[src/rtl/uart_tx_arbiter.sv]
// uart_tx_arbiter: round-robin sharing of one UART transmitter among NUM_REQ byte producers.
// Optional launch timeout (ERR pulse) is built when UART_ARB_TIMEOUT_EN is defined.
module uart_tx_arbiter #(
    parameter int NUM_REQ    = 4,
    parameter int DATA_WIDTH = 8,
    parameter int TIMEOUT    = 15
) (
    input  logic                          CLK,
    input  logic                          RST,
    input  logic [NUM_REQ-1:0]            REQ,
    input  logic [NUM_REQ*DATA_WIDTH-1:0] REQ_DATA,
    input  logic [NUM_REQ-1:0]            REQ_PAR_EN,
    output logic [NUM_REQ-1:0]            GNT,
    output logic [NUM_REQ-1:0]            ACK,
    output logic                          ERR,
    output logic [DATA_WIDTH-1:0]         P_DATA,
    output logic                          PAR_EN,
    output logic                          Data_Valid,
    input  logic                          tx_busy,
    output logic                          arb_busy
);
    localparam logic [1:0] IDLE  = 2'd0;
    localparam logic [1:0] START = 2'd1;
    localparam logic [1:0] FRAME = 2'd2;
    logic [1:0]            state;
    logic [NUM_REQ-1:0]    last, eff, hi, src, pick;
    logic [DATA_WIDTH-1:0] dsel;
    if (NUM_REQ < 2 || NUM_REQ > 8 || TIMEOUT < 1) begin : g_bad_cfg
        $error("uart_tx_arbiter: unsupported parameter set");
    end
`ifdef UART_ARB_TIMEOUT_EN
    localparam int CW = $clog2(TIMEOUT + 1);
    logic [CW-1:0] cnt;
`else
    assign ERR = 1'b0;
`endif
    // last is the previous winner as a one-hot; hi keeps only requests strictly above it
    always_comb begin
        eff  = REQ & ~ACK;
        hi   = eff & ~((last << 1) - NUM_REQ'(1));
        src  = (|hi) ? hi : eff;
        pick = src & (~src + NUM_REQ'(1));
        dsel = '0;
        for (int i = 0; i < NUM_REQ; i++)
            dsel = dsel | (REQ_DATA[i*DATA_WIDTH +: DATA_WIDTH] & {DATA_WIDTH{pick[i]}});
    end
    always_ff @(posedge CLK or posedge RST) begin
        if (RST) begin
            state      <= IDLE;
            last       <= NUM_REQ'(1) << (NUM_REQ - 1);
            GNT        <= '0;
            ACK        <= '0;
            P_DATA     <= '0;
            PAR_EN     <= 1'b0;
            Data_Valid <= 1'b0;
            arb_busy   <= 1'b0;
`ifdef UART_ARB_TIMEOUT_EN
            ERR        <= 1'b0;
            cnt        <= '0;
`endif
        end else begin
            ACK        <= '0;
            Data_Valid <= 1'b0;
`ifdef UART_ARB_TIMEOUT_EN
            ERR        <= 1'b0;
`endif
            case (state)
                IDLE: if (|pick) begin
                    GNT        <= pick;
                    P_DATA     <= dsel;
                    PAR_EN     <= |(REQ_PAR_EN & pick);
                    Data_Valid <= 1'b1;
                    arb_busy   <= 1'b1;
                    state      <= START;
`ifdef UART_ARB_TIMEOUT_EN
                    cnt        <= '0;
`endif
                end
`ifdef UART_ARB_TIMEOUT_EN
                START: if (tx_busy) state <= FRAME;
                else if (cnt == CW'(TIMEOUT - 1)) begin
                    ERR      <= 1'b1;
                    GNT      <= '0;
                    last     <= GNT;
                    arb_busy <= 1'b0;
                    state    <= IDLE;
                end else cnt <= cnt + CW'(1);
`else
                START: if (tx_busy) state <= FRAME;
`endif
                FRAME: if (!tx_busy) begin
                    ACK      <= GNT;
                    GNT      <= '0;
                    last     <= GNT;
                    arb_busy <= 1'b0;
                    state    <= IDLE;
                end
                default: begin
                    state    <= IDLE;
                    arb_busy <= 1'b0;
                end
            endcase
        end
    end
endmodule
[config.mk]
export PLATFORM = sky130hd
export DESIGN_NAME = uart_tx_arbiter
export DESIGN_NICKNAME = d
export VERILOG_FILES = /design/src/rtl/uart_tx_arbiter.sv
export SDC_FILE = /design/constraint.sdc
export NUM_CORES = 1
export LEC_CHECK = 0
export ABC_AREA = 0
export CAP_MARGIN = 20
export CORE_MARGIN = 2
export CORE_UTILIZATION = 45
export DETAILED_ROUTE_END_ITERATION = 10
export PLACE_DENSITY = 0.86
export SETUP_SLACK_MARGIN = 0.2
export SYNTH_ARGS = -nofsm -noshare
export SYNTH_HDL_FRONTEND = slang
export SYNTH_SLANG_ARGS = --single-unit
export TNS_END_PERCENT = 50
[constraint.sdc]
create_clock -name CLK -period 3 [get_ports CLK]
set_input_delay 0.6 -clock CLK [delete_from_list [all_inputs] [get_ports CLK]]
set_output_delay 0.6 -clock CLK [all_outputs]
set_load 0.01 [all_outputs]
==> metrics.cfg <==
[run_status]
status=finished, final reports clean

[job]
maxCapViolCount=0

[synth]
netlist.area_leader.share_pct=42.7
syn_inst=148
synth_edf_count=0
ys_seq_area_share_pct=42.7
ys_warn_count=0
synth.net_count=192
yosys_register_bits=24
yosys-top-cells-area=dfrtp_1 (43%), a221oi_1 (5.0%), a22o_2 (5.0%)
synth_cell_type_count=37
synth_ff_type=dfrtp_1
mappedNetlistArea_sq_mm=0.00141
async_flop_share_pct=100
yosysTopAreaCell=dfrtp_1
synth_area_per_cell_sq_um=9.50

[routing]
firstDrtPassIters=4
vias=1431
drtAntennaViolNets=0
via_per_inst=5.89
drc=0
drt-initial-drc-count=56
wl_per_cell_um=16.7
wl_um=4070

[global_route]
first_global_vias=1412
antenna_found_initial=0
grt_pass1_wl_um=6380
grt_max_degree=25
track_usage_pct=23.4
gr-total-overflow=0

[setup_path]
critPathMaxFanout=10
critPathSlowestCell=a211oi_4
reg2reg_from=last[0]
reg2regPathDepth=7
r2r_setup_slack_ns=0.80
cp.arrival_ns=2.45
crit_family=compound AO/OA/AOI/OAI gates
critPathMaxStageDelay_ns=0.54
path_cells=inv_1 > ha_1 > and3b_1 > a211oi_4 > a22o_1 > a22oi_1 > a21oi_1
worstReg2RegEnd=P_DATA[4]
crit_buf_inv=1
crit_path_start_kind=flip-flop
crit_path_end_kind=flip-flop
worstPathRequired_ns=3.25
critPathKind=flip-flop to flip-flop

[clocking]
ctsHoldBuffers=0
cts_buffer_depth=2
post_cts_buffers=0
cts_resized=0
cts_root_buf=clkbuf_4
clk_pin_slew_worst_paths_ns=0.13
cts_buffers=3
cts_sinks=24
clk_latency_ns=0.32
htree_levels=1
cts_tree=done

[worst_hold_path]
min_from=last[1]
hold_depth=1
hold_class=flip-flop to flip-flop
hold_end=last[1]

[placed_design]
dpl.hpwl_um=3090
numPortBuffers=61
gp_congestion=0.911
placed_cells=239

[die]
pin_count=63
coreArea_sq_mm=0.00300
die_y_um=59.9
die_width_um=59.9
dieArea_sq_mm=0.00359
row_count=20
start_util_pct=46.8

[finish]
final_cell_mix=clkdlybuf4s50_1 (61), dfrtp_1 (24), nor2_1 (14)
drive_gt1_share_pct=10.0
area_delta_synth_final_pct=48.4
diodes=0
layout_commonest_cell=clkdlybuf4s50_1
fin_nets=255
fin_cells=243

[timing]
period_share_pct=73.4
grt_setup_unrepaired=false
finalSetupViolCount=0
tightest_slew_ns=0.910
relSlewSlack_pct=39.3
fin_skew_ns=0.00819
slew_viol_final=0
finalCriticalPeriod_ns=2.20
fmax_mhz=454
tns_ns=0
timing_hold_violations_final=0

[power_and_ir_drop]
power_density_mw_per_mm2=910
ir_drop_mv=0.440
leakage_nw=0.888

## cell families after synthesis
family	synth area share, %
AND/OR/NAND/NOR	18.8
buffers and inverters	4.27
adder cells (fa/ha/maj)	0.890
other	0.267
XOR/XNOR	1.78
flip-flops	42.7
AO/OA/AOI/OAI	31.3
## flip-flops by register name, summed over array words and instances (netlist names)
name        cells
PAR_EN          1
arb_busy        1
ACK             4
P_DATA          8
last            3
Data_Valid      1
state           2
GNT             4
## synthesized netlist by cell type, drive strengths merged, types with 3 or more instances
cell type	number
dfrtp	24
nor2	15
a21oi	12
nand2	12
a22o	9
a22oi	9
a221oi	8
inv	8
nand2b	7
o21ai	5
and2	4
buf	4
nand3	4
a21o	3
nor2b	3
## routing by layer
metal | wire (um) | vias to the layer above | GRT usage, %
met5 | 0 | - | 0
met4 | 71 | 0 | 8.25
met3 | 242 | 6 | 2.16
met2 | 1980 | 70 | 39.0
met1 | 1770 | 686 | 31.9
li1 | - | 669 | -
## per-stage QoR
stage                     hold WS (ns)  setup slack (ns)  total power [W]  util (%)  cell area [sq um]
final                            0.493             0.797          0.00190      69.5               2090
after CTS                        0.495             0.822          0.00189      69.5               2090
after floorplan                  0.449              1.13          0.00128         -               1410
after global routing             0.533             0.688          0.00203      69.5               2090
after detailed placement         0.465             0.566          0.00172      68.3               2050
after global placement           0.461             0.643          0.00169      68.3               2050
## final cells by class
cell class	count	area, sq um
timing repair buffer	64	633
inverter	8	30.0
multi-input combinational	110	746
tap	33	41.3
fill	226	916
sequential	24	601
clock buffer	4	36.3
## worst max-delay path by stage
stage          startpoint         to  slack, ns  depth (start not counted)
2_1_floorplan     last[0]  P_DATA[4]       1.13                          8
3_3_place_gp       REQ[2]  P_DATA[4]       0.64                          6
3_5_place_dp       REQ[1]  P_DATA[3]       0.57                          7
4_1_cts           last[0]  P_DATA[4]       0.82                          7
5_1_grt           last[0]  P_DATA[5]       0.69                          7
6_report          last[0]  P_DATA[4]       0.80                          7
## worst reg2reg max path, delay by kind of cell, from the launching register on
| family | cells | cell delay, ns |
|---|---|---|
| compound gates | 4 | 1.03 |
| flops | 1 | 0.39 |
| fa+ha+maj | 1 | 0.33 |
| simple gates | 1 | 0.32 |
| buf+inv | 1 | 0.05 |
## where the power goes
| part | switching, W | internal (W) |
|---|---|---|
| Clock | 0.000102 | 0.0000741 |
| Sequential | 0.0000996 | 0.000456 |
| Combinational | 0.000600 | 0.000566 |
| Total | 0.000802 | 0.00110 |
Power figures use the tool's default switching activity.
